File: config.mk
export PLATFORM = sky130hd
export DESIGN_NAME = hs_cmd_slave_sclk_flat
export DESIGN_NICKNAME = d
export VERILOG_FILES = /design/src/rtl/hs_cmd_slave_sclk_if.sv /design/src/rtl/hs_cmd_slave_sclk.sv /design/src/flat_wrapper.sv
export SDC_FILE = /design/constraint.sdc
export NUM_CORES = 1
export LEC_CHECK = 0
export ABC_AREA = 1
export BUFFER_PORTS_ARGS = -buffer_cell sky130_fd_sc_hd__buf_2
export CAP_MARGIN = 20
export CORE_MARGIN = 2
export CORE_UTILIZATION = 55
export CTS_BUF_LIST = sky130_fd_sc_hd__clkbuf_8
export DETAILED_ROUTE_END_ITERATION = 10
export GPL_TIMING_DRIVEN = 1
export HOLD_SLACK_MARGIN = 0.08
export PLACE_DENSITY = 0.72
export SYNTH_ARGS = -nofsm -noshare
export SYNTH_HDL_FRONTEND = slang
export SYNTH_SLANG_ARGS = --single-unit
File: constraint.sdc
create_clock -name SCLK -period 2.5 [get_ports SCLK]
set_input_delay 0.75 -clock SCLK [delete_from_list [all_inputs] [get_ports SCLK]]
set_output_delay 0.75 -clock SCLK [all_outputs]
set_load 0.05 [all_outputs]
File: src/rtl/hs_cmd_slave_sclk_if.sv
// Command handshake bundle between the PCLK-side master and the SCLK-side slave.
// Request, command bus and abort come from PCLK; ack and results go back from SCLK.
interface hs_cmd_slave_sclk_if #(
  parameter int unsigned CMD_W  = 3,
  parameter int unsigned ADDR_W = 10,
  parameter int unsigned DATA_W = 10
);
  logic              req_pclk;
  logic [CMD_W-1:0]  CMD_REG_pclk;
  logic [ADDR_W-1:0] ADDR_REG_pclk;
  logic [DATA_W-1:0] WDATA_REG_pclk;
  logic              ABORT_REG_pclk;
  logic              ack_sclk;
  logic [DATA_W-1:0] RDATA_sclk;
  logic              RESP_sclk;
  logic              busy_sclk;

  modport master (
    output req_pclk, CMD_REG_pclk, ADDR_REG_pclk, WDATA_REG_pclk, ABORT_REG_pclk,
    input  ack_sclk, RDATA_sclk, RESP_sclk, busy_sclk
  );

  modport slave (
    input  req_pclk, CMD_REG_pclk, ADDR_REG_pclk, WDATA_REG_pclk, ABORT_REG_pclk,
    output ack_sclk, RDATA_sclk, RESP_sclk, busy_sclk
  );
endinterface

File: src/rtl/hs_cmd_slave_sclk.sv
// SCLK-side endpoint of the 4-phase req/ack command handshake. Executes commands
// against a small flash-like array (erased = all ones) with abort and error response.
module hs_cmd_slave_sclk #(
  parameter int unsigned CMD_W       = 3,
  parameter int unsigned ADDR_W      = 10,
  parameter int unsigned DATA_W      = 10,
  parameter int unsigned DEPTH       = 16,
  parameter int unsigned ROW_LEN     = 4,
  parameter int unsigned SYNC_STAGES = 2,
  parameter int unsigned BUSY_CYCLES = 3
) (
  input logic                 SCLK,
  input logic                 RESETn_sclk,
  hs_cmd_slave_sclk_if.slave  bus
);

  localparam int unsigned MaxCnt =
      (BUSY_CYCLES > ROW_LEN) ? ((BUSY_CYCLES > DEPTH) ? BUSY_CYCLES : DEPTH)
                              : ((ROW_LEN > DEPTH) ? ROW_LEN : DEPTH);
  localparam int unsigned CntW = (MaxCnt > 1) ? $clog2(MaxCnt) : 1;
  localparam int unsigned IdxW = (DEPTH > 1) ? $clog2(DEPTH) : 1;

  localparam logic [CMD_W-1:0] CmdRead      = CMD_W'(1);
  localparam logic [CMD_W-1:0] CmdWrite     = CMD_W'(2);
  localparam logic [CMD_W-1:0] CmdRowWrite  = CMD_W'(3);
  localparam logic [CMD_W-1:0] CmdErase     = CMD_W'(4);
  localparam logic [CMD_W-1:0] CmdMassErase = CMD_W'(5);

  typedef enum logic [1:0] {StIdle, StExec, StAck} state_e;

  logic [SYNC_STAGES-1:0] req_sync_q, abort_sync_q;
  logic                   req_d_q;
  logic                   req_s, req_rise, abort_s;

  state_e            state_q;
  logic [CMD_W-1:0]  cmd_q;
  logic [IdxW-1:0]   addr_q;
  logic [DATA_W-1:0] wdata_q;
  logic [CntW-1:0]   cnt_q;
  logic              ack_q, resp_q, busy_q;
  logic [DATA_W-1:0] rdata_q;

  logic [DATA_W-1:0] mem_q [DEPTH];
  logic              mem_we;
  logic [IdxW-1:0]   mem_idx, row_idx;
  logic [DATA_W-1:0] mem_wdata;
  logic              op_done, cmd_legal, addr_ok;

  assign req_s    = req_sync_q[SYNC_STAGES-1];
  assign abort_s  = abort_sync_q[SYNC_STAGES-1];
  assign req_rise = req_s & ~req_d_q;

  assign cmd_legal = (bus.CMD_REG_pclk >= CmdRead) && (bus.CMD_REG_pclk <= CmdMassErase);
  assign addr_ok   = 32'(bus.ADDR_REG_pclk) < 32'(DEPTH);

  assign bus.ack_sclk   = ack_q;
  assign bus.RDATA_sclk = rdata_q;
  assign bus.RESP_sclk  = resp_q;
  assign bus.busy_sclk  = busy_q;

  // Synchronise req and abort into SCLK; req_d_q gives the rising-edge detector.
  always_ff @(posedge SCLK or negedge RESETn_sclk) begin
    if (!RESETn_sclk) begin
      req_sync_q   <= '0;
      abort_sync_q <= '0;
      req_d_q      <= 1'b0;
    end else begin
      req_sync_q   <= {req_sync_q[SYNC_STAGES-2:0], bus.req_pclk};
      abort_sync_q <= {abort_sync_q[SYNC_STAGES-2:0], bus.ABORT_REG_pclk};
      req_d_q      <= req_s;
    end
  end

  // Decode the array write and completion for the current EXEC cycle; abort suppresses both.
  always_comb begin
    mem_we    = 1'b0;
    mem_idx   = addr_q;
    mem_wdata = wdata_q;
    op_done   = 1'b0;
    row_idx   = (addr_q & ~IdxW'(ROW_LEN - 1)) + cnt_q[IdxW-1:0];
    if (state_q == StExec && !abort_s) begin
      unique case (cmd_q)
        CmdRead: op_done = (cnt_q == CntW'(BUSY_CYCLES - 1));
        CmdWrite: begin
          op_done = (cnt_q == CntW'(BUSY_CYCLES - 1));
          mem_we  = op_done;
        end
        CmdErase: begin
          op_done   = (cnt_q == CntW'(BUSY_CYCLES - 1));
          mem_we    = op_done;
          mem_wdata = '1;
        end
        CmdRowWrite: begin
          mem_we  = 1'b1;
          mem_idx = row_idx;
          op_done = (cnt_q == CntW'(ROW_LEN - 1));
        end
        CmdMassErase: begin
          mem_we    = 1'b1;
          mem_idx   = cnt_q[IdxW-1:0];
          mem_wdata = '1;
          op_done   = (cnt_q == CntW'(DEPTH - 1));
        end
        default: ;
      endcase
    end
  end

  // Command FSM: capture on req rise, run EXEC, hold ACK until req_s falls.
  always_ff @(posedge SCLK or negedge RESETn_sclk) begin
    if (!RESETn_sclk) begin
      state_q <= StIdle;
      cmd_q   <= '0;
      addr_q  <= '0;
      wdata_q <= '0;
      cnt_q   <= '0;
      ack_q   <= 1'b0;
      resp_q  <= 1'b0;
      busy_q  <= 1'b0;
      rdata_q <= '0;
    end else begin
      unique case (state_q)
        StIdle: begin
          if (req_rise) begin
            cmd_q   <= bus.CMD_REG_pclk;
            addr_q  <= bus.ADDR_REG_pclk[IdxW-1:0];
            wdata_q <= bus.WDATA_REG_pclk;
            cnt_q   <= '0;
            if (cmd_legal && addr_ok) begin
              state_q <= StExec;
              busy_q  <= 1'b1;
            end else begin
              state_q <= StAck;
              ack_q   <= 1'b1;
              resp_q  <= 1'b1;
            end
          end
        end
        StExec: begin
          if (abort_s) begin
            state_q <= StAck;
            busy_q  <= 1'b0;
            ack_q   <= 1'b1;
            resp_q  <= 1'b1;
          end else if (op_done) begin
            state_q <= StAck;
            busy_q  <= 1'b0;
            ack_q   <= 1'b1;
            resp_q  <= 1'b0;
            if (cmd_q == CmdRead) rdata_q <= mem_q[addr_q];
          end else begin
            cnt_q <= cnt_q + CntW'(1);
          end
        end
        StAck: begin
          if (!req_s) begin
            ack_q   <= 1'b0;
            state_q <= StIdle;
          end
        end
        default: state_q <= StIdle;
      endcase
    end
  end

  // Array storage; reset returns every word to the erased state.
  always_ff @(posedge SCLK or negedge RESETn_sclk) begin
    if (!RESETn_sclk) begin
      for (int i = 0; i < int'(DEPTH); i++) mem_q[i] <= '1;
    end else if (mem_we) begin
      mem_q[mem_idx] <= mem_wdata;
    end
  end

endmodule

File: src/flat_wrapper.sv
// flat-port wrapper written by rule: the top's interface ports become plain ports
module hs_cmd_slave_sclk_flat 
#(
  parameter int unsigned CMD_W       = 3,
  parameter int unsigned ADDR_W      = 10,
  parameter int unsigned DATA_W      = 10,
  parameter int unsigned DEPTH       = 16,
  parameter int unsigned ROW_LEN     = 4,
  parameter int unsigned SYNC_STAGES = 2,
  parameter int unsigned BUSY_CYCLES = 3
)
  (SCLK, RESETn_sclk, bus_req_pclk, bus_CMD_REG_pclk, bus_ADDR_REG_pclk, bus_WDATA_REG_pclk, bus_ABORT_REG_pclk, bus_ack_sclk, bus_RDATA_sclk, bus_RESP_sclk, bus_busy_sclk);
  hs_cmd_slave_sclk_if #(.CMD_W(CMD_W), .ADDR_W(ADDR_W), .DATA_W(DATA_W)) bus_i ();
  input logic SCLK;
  input logic RESETn_sclk;
  input wire logic [$bits(bus_i.req_pclk)-1:0] bus_req_pclk;
  input wire logic [$bits(bus_i.CMD_REG_pclk)-1:0] bus_CMD_REG_pclk;
  input wire logic [$bits(bus_i.ADDR_REG_pclk)-1:0] bus_ADDR_REG_pclk;
  input wire logic [$bits(bus_i.WDATA_REG_pclk)-1:0] bus_WDATA_REG_pclk;
  input wire logic [$bits(bus_i.ABORT_REG_pclk)-1:0] bus_ABORT_REG_pclk;
  output wire logic [$bits(bus_i.ack_sclk)-1:0] bus_ack_sclk;
  output wire logic [$bits(bus_i.RDATA_sclk)-1:0] bus_RDATA_sclk;
  output wire logic [$bits(bus_i.RESP_sclk)-1:0] bus_RESP_sclk;
  output wire logic [$bits(bus_i.busy_sclk)-1:0] bus_busy_sclk;
  assign bus_i.req_pclk = bus_req_pclk;
  assign bus_i.CMD_REG_pclk = bus_CMD_REG_pclk;
  assign bus_i.ADDR_REG_pclk = bus_ADDR_REG_pclk;
  assign bus_i.WDATA_REG_pclk = bus_WDATA_REG_pclk;
  assign bus_i.ABORT_REG_pclk = bus_ABORT_REG_pclk;
  assign bus_ack_sclk = bus_i.ack_sclk;
  assign bus_RDATA_sclk = bus_i.RDATA_sclk;
  assign bus_RESP_sclk = bus_i.RESP_sclk;
  assign bus_busy_sclk = bus_i.busy_sclk;
  hs_cmd_slave_sclk #(.CMD_W(CMD_W), .ADDR_W(ADDR_W), .DATA_W(DATA_W), .DEPTH(DEPTH), .ROW_LEN(ROW_LEN), .SYNC_STAGES(SYNC_STAGES), .BUSY_CYCLES(BUSY_CYCLES)) u_core (.SCLK(SCLK), .RESETn_sclk(RESETn_sclk), .bus(bus_i));
endmodule
[Word-level counts from Yosys, hierarchy flattened]
Index checks and enable logic that the tools add are counted.
Word-level totals
  output and inout bits: 13
  word-level logic and storage cells: 114
  bits of input ports: 27
  bits in registers: 201
Cells by class
  equal/unequal tests: 17
  order comparisons: 6
  reduce and logical (&&, ||, !) cells: 19
  mux-type cells: 37
  bitwise operators: 5
  add/subtract/negate cells: 2
Operators by type and width (count)
  160-bit bitwise mux: 1
  10-bit 2-to-1 mux: 5
  10-bit binary-select mux with 4-bit select: 1
  10-bit demux with 4-bit select: 1
  4-bit 2-to-1 mux: 4
  4-bit case mux with 2 select lines: 2
  4-bit AND reduction: 4
  1-bit 2-to-1 mux: 12
  5-bit >= comparator, second input constant: 2
  10-bit by 5-bit < comparator with 1-bit output, second input constant: 1
  2-bit 2-to-1 mux: 5
  4-bit inverter with 5-bit output: 2
  4-bit by 2-bit equality test with 1-bit output, second input constant: 2
  2-bit inequality test, second input constant: 4
  3-bit by 2-bit equality test with 1-bit output, second input constant: 2
  3-bit equality test, second input constant: 2
  1-bit case mux with 2 select lines: 3
  1-bit case mux with 3 select lines: 2
  2-bit case mux with 3 select lines: 1
  2-bit OR reduction: 3
  5-bit by 1-bit < comparator with 1-bit output, second input constant: 1
  5-bit AND reduction: 1
  4-bit by 1-bit adder with 4-bit output, second input constant: 1
  4-bit adder: 1
  18 further kinds: 23

[Depth between registers and ports, before layout]
Gate-level depths: netlist of run 1.
  depth in word-level cells: 9
  gate-level depth with buffers: 12
  mapped depth without buffers: 12

[Worst setup path after synthesis of run 1]
OpenSTA, ideal clock, no wires.
  path kind: register -> register
  start point: reg u_core.cmd_q[1]
  end point: reg u_core.busy_q (netlist: u_core.bus.busy_sclk)
  stages on the path, launching flop included: 11
  required time: 2.433 ns
  library setup time: 0.067 ns
  data arrival time: 1.755 ns
  buffers on the path: 0
  clock period less this slack: 1.822 ns
  setup slack: 0.678 ns
  path through: dfrtp_1 inv_1 nand3_2 inv_1 ha_1 nor3_1 nand2_1 nand4_1 nand2_1 or2_2 nand2_1
On the way
  longest elaborated chain between the ends: 6
  elaborated cells between the ends (all ways): 10
  those cells by class: eq/ne (6); mux (2); reduce/logical (2)
RTL lines
  start: declaration: line hs_cmd_slave_sclk.sv:36  | logic [CMD_W-1:0] cmd_q;
  start signal: assignment: line hs_cmd_slave_sclk.sv:125  | cmd_q <= bus.CMD_REG_pclk;
  3-bit by 2-bit equality test with 1-bit output (tied with other cells): line hs_cmd_slave_sclk.sv:82  | unique case (cmd_q)
  3-bit OR reduction (no line)
  1-bit case mux with 3 select lines *: line hs_cmd_slave_sclk.sv:82
  1-bit 2-to-1 mux *: line hs_cmd_slave_sclk.sv:81  | if (state_q == StExec && !abort_s) begin
  3-bit by 1-bit inequality test with 1-bit output (no line) *
  4-bit AND reduction (no line) *
  end signal: assignment: line hs_cmd_slave_sclk.sv:119  | busy_q <= 1'b0;
  end signal: assignment: line hs_cmd_slave_sclk.sv:131  | busy_q <= 1'b1;
  end signal: assignment: line hs_cmd_slave_sclk.sv:142  | busy_q <= 1'b0;
  end: declaration: line hs_cmd_slave_sclk.sv:40  | logic ack_q, resp_q, busy_q;
Every way passes the cells marked *; elsewhere a longest branch is shown, timed or not.
A chain may end at the register's enable or synchronous reset.

[Final worst setup path of run 1]
  start point: reg u_core.cnt_q[0]
  end point: reg u_core.mem_q[48] (netlist bit)
On the way
  longest elaborated chain between the ends: 9
  elaborated cells between the ends (all ways): 13
  those cells by class: add/sub (1); order compare (2); eq/ne (1); mux (7); bitwise (1); reduce/logical (1)
RTL lines
  start: declaration: line hs_cmd_slave_sclk.sv:39  | logic [CntW-1:0] cnt_q;
  start signal: assignment: line hs_cmd_slave_sclk.sv:152  | cnt_q <= cnt_q + CntW'(1);
  4-bit adder: line hs_cmd_slave_sclk.sv:80  | row_idx = (addr_q & ~IdxW'(ROW_LEN - 1)) + cnt_q[IdxW-1:0];
  4-bit case mux with 2 select lines: line hs_cmd_slave_sclk.sv:82
  4-bit 2-to-1 mux: line hs_cmd_slave_sclk.sv:81
  4-bit inverter with 5-bit output (not written as such): line hs_cmd_slave_sclk.sv:171  | mem_q[mem_idx] <= mem_wdata;
  5-bit >= comparator (not written as such) / 5-bit by 1-bit < comparator with 1-bit output (equally long branches): line hs_cmd_slave_sclk.sv:171
  1-bit logical AND (not written as such): line hs_cmd_slave_sclk.sv:171
  10-bit 2-to-1 mux (not written as such): line hs_cmd_slave_sclk.sv:171
  10-bit demux with 4-bit select: line hs_cmd_slave_sclk.sv:171
  160-bit bitwise mux: line hs_cmd_slave_sclk.sv:171
  end signal: indexed assignment: line hs_cmd_slave_sclk.sv:171
  end: declaration: line hs_cmd_slave_sclk.sv:43  | logic [DATA_W-1:0] mem_q [DEPTH];
Several ways; a longest one is shown, not always the timed one.

==> Implementation_results.wiki, run 1 <==
{| class="wikitable"
! Metric !! Value
|-
| Outcome || completed
|-
| TritonCTS clock tree || yes
|-
| Post-Synthesis Net Count || 1388
|-
| Number of stages on the worst setup path || 12
|-
| Fillcell total || 1747
|-
| Power per standard cell area || 952.3 mW/mm2
|-
| Top-area cell type share of the netlist area || 0.3913
|-
| R2R Setup Slk || 0.33 ns
|-
| Slowest CP cell || sky130_fd_sc_hd__dfrtp_1
|-
| Count of final hold-check violations || 0
|-
| Routed vias/inst || 5.586
|-
| Biggest fanout along the worst timing path || 10
|-
| Number of distinct library cells after synthesis || 31
|-
| Initial core utilization || 0.5557
|-
| Tightest slew margin relative to the limit || 0.6599
|-
| Final critical path time including I/O delays and setup || 2.168 ns
|-
| Final global-route overflow total || 0
|-
| Area overhead of the layout relative to synthesis || 12.68%
|-
| Via count of the first global-routing pass || 9160
|-
| Critical Path Start || u_core.cnt_q[0]$_DFFE_PN0P_
|-
| Area of the die || 0.02067 mm2
|-
| CTS Root Buffer Type || sky130_fd_sc_hd__clkbuf_8
|-
| Yosys top cell by area || sky130_fd_sc_hd__dfstp_2
|-
| Critical path cell sequence || inv_1 -> ha_1 -> nand2_1 -> nor2_1 -> nand3_2 -> nand2_2 -> nand2_2 -> nor2_4 -> buf_4 -> nand2_2 -> nand2_1 -> nand2_1
|-
| Setup Viol. Count Final || 0
|-
| DRC violations left || 0
|-
| Floorplan row count || 51
|-
| Maximum clock frequency || 0.4613 GHz
|-
| Final WL || 29080 um
|-
| Die boundary width || 143.8 um
|-
| Leakage Power || 5.556 nW
|-
| Maximum Capacitance Violations || 0
|-
| Number of max-slew violations in the final report || 0
|-
| Required time of the critical path || 2.98 ns
|-
| Setup repair after global routing missed its margin || no
|-
| Reg clk slew, reported paths || 0.06 ns
|-
| Starting DRT DRC Count || 752
|-
| Worst Path Buf+Inv || 2
|-
| Number of placed instances with taps included || 1625
|-
| CTS H-tree depth || 2
|-
| Worst setup path end || u_core.mem_q[48]$_DFFE_PN1P_
|-
| WS Path Type || flip-flop to flip-flop
|-
| Number of input and output port buffers inserted || 39
|-
| Antenna-violating nets left || 0
|-
| Number of detailed-route iterations in the first pass || 5
|-
| Worst clock skew || 0.03806 ns
|-
| Post-cts sizing count || 0
|-
| Hold-fix buffer count after cts || 0
|-
| Total routing resource utilization after global routing || 0.2876
|-
| Clock insertion delay at the later pin of the skew report || 0.55 ns
|-
| Layout cell share with drive strength beyond 1 || 0.2439
|-
| Fraction of the yosys area taken by sequential cells || 0.4868
|-
| Non-filler instance count after layout || 1688
|-
| Setup fix buffers added after clock tree synthesis || 0
|-
| Number of antenna violations at the first check in global routing || 0
|-
| Final estimated routing congestion in global placement || 0.8842
|-
| Worst Setup Start Kind || flip-flop
|-
| Final period utilization || 0.8671
|-
| Dominant delay contributor by cell family on the critical path || simple AND/OR/NAND/NOR gates
|-
| Post-synth design cell area || 0.01074 mm2
|-
| Endpoint of the worst register-to-register path || u_core.mem_q[48]$_DFFE_PN1P_
|-
| Transition time at the pin with the least slew margin || 0.5102 ns
|-
| CTS max path bufs || 3
|-
| Clock sink count || 201
|-
| Post-DP HPWL || 17950 um
|-
| First-pass GRT wire length || 47080 um
|-
| TritonCTS Buffers || 37
|-
| R2r worst-path depth || 12
|-
| N_diodes || 0
|-
| Worst hold path type || primary input to async pin
|-
| Floorplan die height || 143.8 um
|-
| Synthesized instance count || 1356
|-
| Flops & latches, synth || 201
|-
| Number of top-level pins || 40
|-
| IR Drop Worst-Case VDD || 0.9399 mV
|-
| Signal arrival time at the worst endpoint || 2.65 ns
|-
| Number of warning messages in the yosys log || 0
|-
| Core area || 0.01933 mm2
|-
| Vias || 9429
|-
| Worst reg2reg startpoint || u_core.cnt_q[0]$_DFFE_PN0P_
|-
| Routed len/inst || 17.23 um
|-
| Maximum number of pins on one net before global-route repair || 101
|-
| Top area cells in the synthesized netlist || sky130_fd_sc_hd__dfstp_2 (39%), sky130_fd_sc_hd__nand2_1 (12%), sky130_fd_sc_hd__dfrtp_1 (9.5%)
|-
| Synthesized area divided by synthesized cell count || 7.923 um2
|-
| Net count, final || 1431
|-
| Crit end category || flip-flop
|-
| Maximum single-stage delay on the critical path || 0.42 ns
|-
| Sum of negative setup slack || 0 ns
|}
-- worst register-to-register path: stages (launching register included) --
cell and delay, ns:
sky130_fd_sc_hd__dfrtp_1 0.42, sky130_fd_sc_hd__inv_1 0.14, sky130_fd_sc_hd__ha_1 0.17, sky130_fd_sc_hd__nand2_1 0.06
sky130_fd_sc_hd__nor2_1 0.20, sky130_fd_sc_hd__nand3_2 0.11, sky130_fd_sc_hd__nand2_2 0.15, sky130_fd_sc_hd__nand2_2 0.11
sky130_fd_sc_hd__nor2_4 0.25, sky130_fd_sc_hd__buf_4 0.20, sky130_fd_sc_hd__nand2_2 0.15, sky130_fd_sc_hd__nand2_1 0.12
sky130_fd_sc_hd__nand2_1 0.05
-- cell families (layout without fill, tap and decap cells) --
| kind of cell | after synthesis | after routing | synth area share |
|---|---|---|---|
| AOI/OAI and AO/OA | 257 | 257 | 0.1436 |
| xor gates and xnor gates | 1 | 1 | 0.0008153 |
| buffers and inverters | 210 | 277 | 0.08385 |
| adders and majority gates | 5 | 5 | 0.005823 |
| DFF | 201 | 201 | 0.4868 |
| and+or+nand+nor | 682 | 682 | 0.2791 |
-- power by group --
part | leakage (nW) | internal [mW] | switching (mW)
combinational | 2.99 | 1.38 | 3.49
clock | 0.417 | 1.70 | 1.38
sequential | 2.15 | 3.45 | 0.121
total | 5.56 | 6.53 | 5.00
-- state kept, by name (all words and copies together), names as in the netlist --
register,flops
u_core.state_q,2
u_core.addr_q,4
u_core.abort_sync_q,2
u_core.req_sync_q,2
u_core.bus.ack_sclk,1
u_core.cnt_q,4
u_core.bus.RESP_sclk,1
u_core.req_d_q,1
u_core.cmd_q,3
u_core.wdata_q,10
u_core.bus.RDATA_sclk,10
u_core.bus.busy_sclk,1
u_core.mem_q,160
-- cell type report --
cell class	instances	area [um2]	area share
clock buffers	44	605.6	0.05002
clock inverters	19	113.9	0.009405
inverters	117	439.2	0.03628
multi-input cells	945	4621	0.3817
flip-flops and latches	201	5231	0.4321
well taps	265	331.6	0.02739
repair buffers	97	764.5	0.06315
-- placed cells by master, fill, tap and decap left out, drive strengths merged --
| master | n |
|---|---|
| xor2 | 1 |
| a21oi | 57 |
| clkinv | 5 |
| o211ai | 21 |
| o21ai | 99 |
| nor2 | 93 |
| clkinvlp | 1 |
| dfstp | 160 |
| buf | 96 |
| nand3b | 1 |
| ha | 5 |
| dfrtp | 41 |
| nand4 | 5 |
| clkbuf | 45 |
| nand3 | 205 |
| inv | 129 |
| nor3 | 2 |
| or2 | 2 |
| bufinv | 1 |
| o21bai | 80 |
| nand2 | 374 |
-- layer usage --
| metal | global-route usage | part of all wire |
|---|---|---|
| met1 | 0.3996 | 0.44 |
| met4 | 0.09030 | 0.022 |
| met5 | 0 | 0 |
| met2 | 0.4669 | 0.47 |
| met3 | 0.04265 | 0.067 |
-- through the flow --
step	total power [mW]	area [um2]	util	setup slack [ns]	hold slack [ns]
floorplan	6.662	10740	-	0.6784	0.3312
global placement	8.361	11390	0.5889	0.3593	0.3366
detailed placement	8.404	11390	0.5889	0.3143	0.3465
CTS	11.52	12110	0.6262	0.3189	0.2156
global route	12.15	12110	0.6262	0.1562	0.2424
finish	11.53	12110	0.6262	0.3323	0.2322
-- how the worst min path moves through the flow --
stage / to / cells after the start
6_report: u_core.bus.RDATA_sclk[8]$_DFFE_PN0P_ / 1
2_1_floorplan: u_core.abort_sync_q[1]$_DFF_PN0_ / 0
4_1_cts: u_core.bus.RDATA_sclk[8]$_DFFE_PN0P_ / 1
3_3_place_gp: u_core.abort_sync_q[1]$_DFF_PN0_ / 0
3_5_place_dp: u_core.abort_sync_q[1]$_DFF_PN0_ / 0
5_1_grt: u_core.bus.RDATA_sclk[5]$_DFFE_PN0P_ / 1
-- synth_stat cells, drive strengths merged --
cell,instances
nand2,374
o21ai,99
inv,114
dfrtp,41
a21oi,57
ha,5
clkbuf,36
dfstp,160
or2,2
clkinv,3
buf,57
o21bai,80
nand3,205
nand3b,1
nor2,93
o211ai,21
xor2,1
nor3,2
nand4,5
(Power assumes the default switching activity.)
==> run 2: changes to the inputs <==
--- a/config.mk
+++ b/config.mk
@@ -5,16 +5,14 @@
 export SDC_FILE = /design/constraint.sdc
 export NUM_CORES = 1
 export LEC_CHECK = 0
-export ABC_AREA = 1
 export BUFFER_PORTS_ARGS = -buffer_cell sky130_fd_sc_hd__buf_2
 export CAP_MARGIN = 20
 export CORE_MARGIN = 2
-export CORE_UTILIZATION = 55
+export CORE_UTILIZATION = 35
 export CTS_BUF_LIST = sky130_fd_sc_hd__clkbuf_8
 export DETAILED_ROUTE_END_ITERATION = 10
 export GPL_TIMING_DRIVEN = 1
 export HOLD_SLACK_MARGIN = 0.08
-export PLACE_DENSITY = 0.72
 export SYNTH_ARGS = -nofsm -noshare
 export SYNTH_HDL_FRONTEND = slang
 export SYNTH_SLANG_ARGS = --single-unit
==> constraint.sdc (replaced) <==
create_clock -name SCLK -period 2.8 [get_ports SCLK]
set_input_delay 0.84 -clock SCLK [delete_from_list [all_inputs] [get_ports SCLK]]
set_output_delay 0.84 -clock SCLK [all_outputs]
set_load 0.05 [all_outputs]
==> run 2 against run 1 <==
First-iteration DRC count shrank 67%. Total power fell by 44%. Combinational power decreased by 85%. Sequential share of layout area rose by 4.4 points. Via count fell by 40%. Synthesized cell count fell by 54%. Cell area shrank 9.3%. Flip-flop and latch count stayed put. Core utilization shrank 22 points. Synthesized area is 12% lower. Fmax shrank 17%. Critical endpoint is now u_core.mem_q[57]$_DFFE_PN1P_. Largest power group is now sequential cells.
==> Implementation_results.wiki, run 2 <==
{| class="wikitable"
! Metric !! Value
|-
| Outcome || completed
|-
| Area of the die || 0.02846 mm2 (+38%)
|-
| Synthesized instance count || 622 (-54%)
|-
| First-pass GRT wire length || 35110 um (-25%)
|-
| Maximum number of pins on one net before global-route repair || 67 (-34%)
|-
| CTS H-tree depth || 2 (unchanged)
|-
| R2r worst-path depth || 8 (-4)
|-
| Routed len/inst || 20.37 um (+18%)
|-
| Top-area cell type share of the netlist area || 0.4428 (+0.05152)
|-
| Flip-flop count of the largest register, all copies and words added || 160 (unchanged)
|-
| Endpoint of the worst register-to-register path || u_core.mem_q[57]$_DFFE_PN1P_
|-
| Antenna-violating nets left || 0 (unchanged)
|-
| Setup repair after global routing missed its margin || no
|-
| Post-synth design cell area || 0.009494 mm2 (-12%)
|-
| Starting DRT DRC Count || 245 (-67%)
|-
| Net count, final || 726 (-49%)
|-
| Signal arrival time at the worst endpoint || 3.06 ns (+0.41 ns)
|-
| Worst clock skew || 0.03965 ns (+0.001587 ns)
|-
| Number of placed instances with taps included || 996 (-39%)
|-
| Worst hold path type || primary input to async pin
|-
| Initial core utilization || 0.3542 (-0.2014)
|-
| Tightest slew margin relative to the limit || 0.4277 (-0.2321)
|-
| Commonest cells after routing, fill and taps aside || sky130_fd_sc_hd__mux2_2 (169), sky130_fd_sc_hd__dfstp_2 (160), sky130_fd_sc_hd__clkbuf_8 (42)
|-
| Number of input and output port buffers inserted || 39 (unchanged)
|-
| Top area cells in the synthesized netlist || sky130_fd_sc_hd__dfstp_2 (44%), sky130_fd_sc_hd__mux2_2 (20%), sky130_fd_sc_hd__dfrtp_1 (11%)
|-
| Slowest CP cell || sky130_fd_sc_hd__o41a_1
|-
| Non-filler instance count after layout || 1059 (-37%)
|-
| Total routing resource utilization after global routing || 0.1582 (-0.1294)
|-
| Dominant delay contributor by cell family on the critical path || simple AND/OR/NAND/NOR gates
|-
| Fraction of the yosys area taken by sequential cells || 0.5509 (+0.06409)
|-
| N_diodes || 0 (unchanged)
|-
| Maximum single-stage delay on the critical path || 0.52 ns (+0.10 ns)
|-
| Final period utilization || 0.9360 (+0.06895)
|-
| Most common cell after layout, fill and taps aside || sky130_fd_sc_hd__mux2_2
|-
| Number of warning messages in the yosys log || 0 (unchanged)
|-
| Final global-route overflow total || 0 (unchanged)
|-
| Yosys top cell by area || sky130_fd_sc_hd__dfstp_2
|-
| Floorplan row count || 60 (+18%)
|-
| Via count of the first global-routing pass || 6125 (-33%)
|-
| Number of max-slew violations in the final report || 0 (unchanged)
|-
| Sum of negative setup slack || 0 ns (unchanged)
|-
| Number of distinct library cells after synthesis || 56 (+81%)
|-
| Synthesized area divided by synthesized cell count || 15.26 um2 (+93%)
|-
| Power per standard cell area || 584.6 mW/mm2 (-39%)
|-
| Critical path cell sequence || inv_1 -> ha_1 -> nor3b_2 -> nand2_1 -> o41a_1 -> nor2_4 -> buf_12 -> mux2_2
|-
| Worst Path Buf+Inv || 2 (unchanged)
|-
| Die boundary width || 168.7 um (+17%)
|-
| TritonCTS clock tree || yes
|-
| Worst reg2reg startpoint || u_core.cnt_q[0]$_DFFE_PN0P_
|-
| Share of async-settable or async-resettable flops after synthesis || 1.000 (unchanged)
|-
| Required time of the critical path || 3.24 ns (+0.26 ns)
|-
| Final WL || 21580 um (-26%)
|-
| R2R Setup Slk || 0.18 ns (-0.15 ns)
|-
| Number of flops mapped to enable cells by yosys || 0 (unchanged)
|-
| Floorplan die height || 168.7 um (+17%)
|-
| Flops & latches, synth || 201 (unchanged)
|-
| Transition time at the pin with the least slew margin || 0.8533 ns (+0.3431 ns)
|-
| Number of antenna violations at the first check in global routing || 0 (unchanged)
|-
| Leakage Power || 4.547 nW (-18%)
|-
| Final critical path time including I/O delays and setup || 2.621 ns (+0.4532 ns)
|-
| Maximum Capacitance Violations || 0 (unchanged)
|-
| TritonCTS Buffers || 35 (-5.4%)
|-
| Number of top-level pins || 40 (unchanged)
|-
| Number of detailed-route iterations in the first pass || 5 (unchanged)
|-
| Sum of internal, switching and leakage power || 6.419 mW (-44%)
|-
| Hold-fix buffer count after cts || 0 (unchanged)
|-
| Count of final hold-check violations || 0 (unchanged)
|-
| Routed vias/inst || 5.317 (-4.8%)
|-
| Register containing the most flip-flops in the final layout || u_core.mem_q
|-
| Area overhead of the layout relative to synthesis || 15.64%
|-
| CTS max path bufs || 3 (unchanged)
|-
| Final estimated routing congestion in global placement || 0.8550 (-3.3%)
|-
| CTS Root Buffer Type || sky130_fd_sc_hd__clkbuf_8
|-
| Biggest fanout along the worst timing path || 10 (unchanged)
|-
| IR Drop Worst-Case VDD || 0.3410 mV (-64%)
|-
| Crit end category || flip-flop
|-
| Maximum clock frequency || 0.3816 GHz (-17%)
|-
| Core area || 0.02680 mm2 (+39%)
|-
| Cell with the most instances after synthesis || sky130_fd_sc_hd__mux2_2
|-
| Synth top cells by count || sky130_fd_sc_hd__mux2_2 (169), sky130_fd_sc_hd__dfstp_2 (160), sky130_fd_sc_hd__dfrtp_1 (41)
|-
| Reg clk slew, reported paths || 0.06 ns (about the same)
|-
| Post-DP HPWL || 14060 um (-22%)
|-
| WS Path Type || flip-flop to flip-flop
|-
| Vias || 5631 (-40%)
|-
| DRC violations left || 0 (unchanged)
|-
| Most common flop cell mapped by yosys || sky130_fd_sc_hd__dfstp_2
|-
| Clock insertion delay at the later pin of the skew report || 0.54 ns (about the same)
|-
| Worst Setup Start Kind || flip-flop
|-
| Clock sink count || 201 (unchanged)
|-
| Layout cell share with drive strength beyond 1 || 0.7033 (+0.4595)
|-
| Post-Synthesis Net Count || 654 (-53%)
|-
| Setup Viol. Count Final || 0 (unchanged)
|}
run 2: cell types whose count changed after synthesis, sizes merged, moves of 22 or more:
cell and change:
mux2 +174, inv -105, o21bai -79, nand2 -346, mux4 +40, o21ai -93, nor2 -77, a21oi -51
buf -46, nand3 -198, mux2i +22
run 2: how the worst max path moves through the flow:
stage                                      from                                to  slack [ns]  cells after the start
floorplan           u_core.cmd_q[0]$_DFFE_PN0P_  u_core.bus.busy_sclk$_DFFE_PN0P_        0.54                      8
global placement    u_core.cnt_q[0]$_DFFE_PN0P_      u_core.mem_q[11]$_DFFE_PN1P_        0.32                      7
detailed placement  u_core.cnt_q[0]$_DFFE_PN0P_      u_core.mem_q[14]$_DFFE_PN1P_        0.14                      7
CTS                 u_core.cnt_q[0]$_DFFE_PN0P_      u_core.mem_q[14]$_DFFE_PN1P_        0.12                      7
global route        u_core.cnt_q[0]$_DFFE_PN0P_      u_core.mem_q[38]$_DFFE_PN1P_        0.05                      7
finish              u_core.cnt_q[0]$_DFFE_PN0P_      u_core.mem_q[57]$_DFFE_PN1P_        0.18                      8
run 2: cell type report:
cell class | count | area, um2
Inverter | 9 | 33.78
Tap cell | 341 | 426.7
Clock buffer | 41 | 564.3
Timing Repair Buffer | 68 | 484.2
Clock inverter | 20 | 128.9
Multi-Input combinational cell | 379 | 4109
Sequential cell | 201 | 5233
Fill cell | 2410 | 15820
run 2: metal layers:
metal  share of wire  GRT usage  vias up
met5               0          0        -
met1            0.44     0.2132     2991
met2            0.50     0.2607      118
li1                -          -     2480
met4           0.023    0.05172        0
met3           0.039    0.02712       42
run 2: cell families (layout without fill, tap and decap cells):
group / count (synthesis) / in the layout / share of synthesized area
and+or+nand+nor: 88 / 88 / 0.05561
muxes: 236 / 236 / 0.3245
DFF: 201 / 201 / 0.5509
buffers and inverters: 42 / 138 / 0.01740
AOI/OAI and AO/OA: 47 / 47 / 0.04006
xor gates and xnor gates: 3 / 3 / 0.005008
adders and majority gates: 5 / 5 / 0.006589
run 2: metrics by stage:
stage | utilization | hold WS [ns] | instance area (um2) | worst slack (ns)
global placement | 0.3820 | 0.3319 | 10240 | 0.3154
detailed placement | 0.3820 | 0.3451 | 10240 | 0.1419
global route | 0.4097 | 0.3205 | 10980 | 0.05276
finish | 0.4097 | 0.3014 | 10980 | 0.1792
floorplan | - | 0.3312 | 9494 | 0.5438
CTS | 0.4079 | 0.3096 | 10930 | 0.1205
run 2: report_power, final:
| group | internal (mW) | switching (mW) |
|---|---|---|
| Sequential | 2.98 | 0.0642 |
| Clock | 1.44 | 1.20 |
| Combinational | 0.267 | 0.479 |
run 2: what timing repair did:
action,CTS,global route
resized for setup,0,1
endpoints found under the setup margin,0,20
buffers inserted,0,2
==> run 3: changes to the inputs <==
--- a/config.mk
+++ b/config.mk
@@ -7,7 +7,6 @@
 export LEC_CHECK = 0
 export BUFFER_PORTS_ARGS = -buffer_cell sky130_fd_sc_hd__buf_2
 export CAP_MARGIN = 20
-export CORE_MARGIN = 2
 export CORE_UTILIZATION = 35
 export CTS_BUF_LIST = sky130_fd_sc_hd__clkbuf_8
 export DETAILED_ROUTE_END_ITERATION = 10
==> run 3 against run 2 <==
Core utilization grew 0.61 points. Clock skew shrank 0.013 ns. Global-route usage grew 0.89 points. Cell area shrank 0.20%. Worst hold slack gained 0.044 ns. Sequential share of layout area grew 0.098 points. Largest power group unchanged.
==> Implementation_results.wiki, run 3 (synthesis gave the netlist of run 2 again) <==
{| class="wikitable"
! Metric !! Value
|-
| Final global-route overflow total || 0 (unchanged)
|-
| Outcome || completed
|-
| CTS max path bufs || 3 (unchanged)
|-
| Commonest cells after routing, fill and taps aside || sky130_fd_sc_hd__mux2_2 (169), sky130_fd_sc_hd__dfstp_2 (160), sky130_fd_sc_hd__clkbuf_8 (43)
|-
| Crit end category || flip-flop
|-
| Final WL || 22140 um (+2.6%)
|-
| Flip-flop count of the largest register, all copies and words added || 160 (unchanged)
|-
| Setup repair after global routing missed its margin || no
|-
| Biggest fanout along the worst timing path || 10 (unchanged)
|-
| Total routing resource utilization after global routing || 0.1671 (+0.008900)
|-
| Maximum Capacitance Violations || 0 (unchanged)
|-
| Setup Viol. Count Final || 0 (unchanged)
|-
| Signal arrival time at the worst endpoint || 3.12 ns (+0.06 ns)
|-
| Required time of the critical path || 3.24 ns (about the same)
|-
| Tightest slew margin relative to the limit || 0.3563 (-0.07143)
|-
| Fillcell total || 2352 (-2.4%)
|-
| Most common cell after layout, fill and taps aside || sky130_fd_sc_hd__mux2_2
|-
| TritonCTS Buffers || 37 (+5.7%)
|-
| Initial core utilization || 0.3603 (+0.006004)
|-
| Post-layout worst setup margin || 0.1193 ns (-0.05988 ns)
|-
| CTS Root Buffer Type || sky130_fd_sc_hd__clkbuf_8
|-
| N_diodes || 0 (unchanged)
|-
| Worst hold path type || primary input to async pin
|-
| Area overhead of the layout relative to synthesis || 15.41%
|-
| First-pass GRT wire length || 35980 um (+2.5%)
|-
| Sum of negative setup slack || 0 ns (unchanged)
|-
| Count of final hold-check violations || 0 (unchanged)
|-
| Vias || 5697 (+1.2%)
|-
| Transition time at the pin with the least slew margin || 0.9598 ns (+0.1065 ns)
|-
| Floorplan row count || 59 (-1.7%)
|-
| Area of the die || 0.02779 mm2 (-2.4%)
|-
| Reg clk slew, reported paths || 0.06 ns (about the same)
|-
| Number of max-slew violations in the final report || 0 (unchanged)
|-
| Clock insertion delay at the later pin of the skew report || 0.52 ns (-0.02 ns)
|-
| Maximum number of pins on one net before global-route repair || 80 (+19%)
|-
| Routed len/inst || 20.95 um (+2.8%)
|-
| Clock sink count || 201 (unchanged)
|-
| Number of detailed-route iterations in the first pass || 5 (unchanged)
|-
| Worst hold slack || 0.3457 ns (+0.04428 ns)
|-
| Final period utilization || 0.9574 (+0.02139)
|-
| Final estimated routing congestion in global placement || 0.8196 (-4.1%)
|-
| Worst Setup Start Kind || flip-flop
|-
| Register containing the most flip-flops in the final layout || u_core.mem_q
|-
| WS Path Type || flip-flop to flip-flop
|-
| Power per standard cell area || 590.0 mW/mm2 (+0.92%)
|-
| Starting DRT DRC Count || 276 (+13%)
|-
| Post-placement setup slack || 0.1705 ns (+0.02853 ns)
|-
| Antenna-violating nets left || 0 (unchanged)
|-
| TritonCTS clock tree || yes
|-
| Layout cell share with drive strength beyond 1 || 0.6939 (-0.009437)
|-
| Final critical path time including I/O delays and setup || 2.681 ns (+0.05988 ns)
|-
| CTS H-tree depth || 2 (unchanged)
|-
| Leakage Power || 4.570 nW (+0.49%)
|-
| IR Drop Worst-Case VDD || 0.3176 mV (-6.9%)
|-
| Net count, final || 727 (+0.14%)
|-
| Maximum clock frequency || 0.3730 GHz (-2.2%)
|-
| Post-DP HPWL || 14460 um (+2.9%)
|-
| Die boundary width || 166.7 um (-1.2%)
|-
| Floorplan die height || 166.7 um (-1.2%)
|-
| Via count of the first global-routing pass || 6190 (+1.1%)
|-
| Routed vias/inst || 5.390 (+1.4%)
|-
| DRC violations left || 0 (unchanged)
|-
| Number of input and output port buffers inserted || 39 (unchanged)
|-
| Number of top-level pins || 40 (unchanged)
|-
| Core Util, Final || 0.4158 (+0.006089)
|-
| Core area || 0.02635 mm2 (-1.7%)
|-
| Worst clock skew || 0.02691 ns (-0.01273 ns)
|-
| Number of antenna violations at the first check in global routing || 0 (unchanged)
|}
## run 3: changes by cell type in the layout (fill, tap and decap cells not counted)
cell                         before  now
sky130_fd_sc_hd__nand2_2          0    1
sky130_fd_sc_hd__nand2_1         28   27
sky130_fd_sc_hd__buf_12           5    4
sky130_fd_sc_hd__clkinvlp_4       2    1
sky130_fd_sc_hd__inv_1           22   30
sky130_fd_sc_hd__clkinv_2         2    0
sky130_fd_sc_hd__o41ai_2          1    0
sky130_fd_sc_hd__clkinv_8         1    0
sky130_fd_sc_hd__o41ai_1          0    1
sky130_fd_sc_hd__clkbuf_8        42   43
## run 3: power breakdown
group	switching (mW)	leakage (nW)	internal (mW)
clock	1.20	0.433	1.46
combinational	0.480	1.97	0.267
sequential	0.0755	2.16	2.98
## run 3: stage by stage
step | total power [mW] | cell area [um2] | cells
after floorplan | 3.552 | 9494 | 622
after global placement | 3.828 | 10230 | 990
after detailed placement | 3.848 | 10230 | 990
after CTS | 6.567 | 10930 | 1056
after global routing | 6.777 | 10960 | 1057
final | 6.465 | 10960 | 1057
## run 3: area by class of cell
type                       instances  area (um2)  share of cell area
clock inverter                    24       125.1             0.01142
tap                              335       419.2             0.03825
sequential                       201        5233              0.4776
timing repair buffer              67       464.2             0.04237
multi-input combinational        379        4104              0.3746
inverter                           9       33.78            0.003083
clock buffer                      42       578.1             0.05276
## run 3: worst max-delay path, cell delays in order, from the launching register on
cell,delay (ns)
sky130_fd_sc_hd__dfrtp_1,0.52
sky130_fd_sc_hd__ha_1,0.22
sky130_fd_sc_hd__nor3b_2,0.29
sky130_fd_sc_hd__nand2_1,0.23
sky130_fd_sc_hd__o41a_1,0.51
sky130_fd_sc_hd__nor2_4,0.42
sky130_fd_sc_hd__mux2_2,0.40
## run 3: worst paths after layout
kind | from | depth (start not counted) | slack [ns] | to
setup / recovery | u_core.cnt_q[1]$_DFFE_PN0P_ | 6 | 0.12 | u_core.mem_q[16]$_DFFE_PN1P_
hold / removal | RESETn_sclk | 1 | 0.35 | u_core.wdata_q[9]$_DFFE_PN0P_
setup reg to reg | u_core.cnt_q[1]$_DFFE_PN0P_ | 6 | 0.12 | u_core.mem_q[16]$_DFFE_PN1P_
hold reg to reg | u_core.req_sync_q[0]$_DFF_PN0_ | 0 | 0.35 | u_core.req_sync_q[1]$_DFF_PN0_
max in group asynchronous | RESETn_sclk | 2 | 1.68 | u_core.mem_q[33]$_DFFE_PN1P_
min in group SCLK | u_core.req_sync_q[0]$_DFF_PN0_ | 0 | 0.35 | u_core.req_sync_q[1]$_DFF_PN0_
## run 3: layer usage
metal / global-route usage / wire length [um] / up-vias
met5: 0 / 0 / -
met3: 0.02875 / 887 / 50
li1: - / - / 2483
met2: 0.2819 / 11170 / 135
met4: 0.06280 / 595 / 0
met1: 0.2150 / 9491 / 3029
## run 3: what timing repair did
| item | CTS | global route |
|---|---|---|
| endpoints found under the setup margin | 0 | 14 |
| buffers inserted | 0 | 1 |
| gates resized for setup | 0 | 1 |
| hold buffers | 0 | 0 |
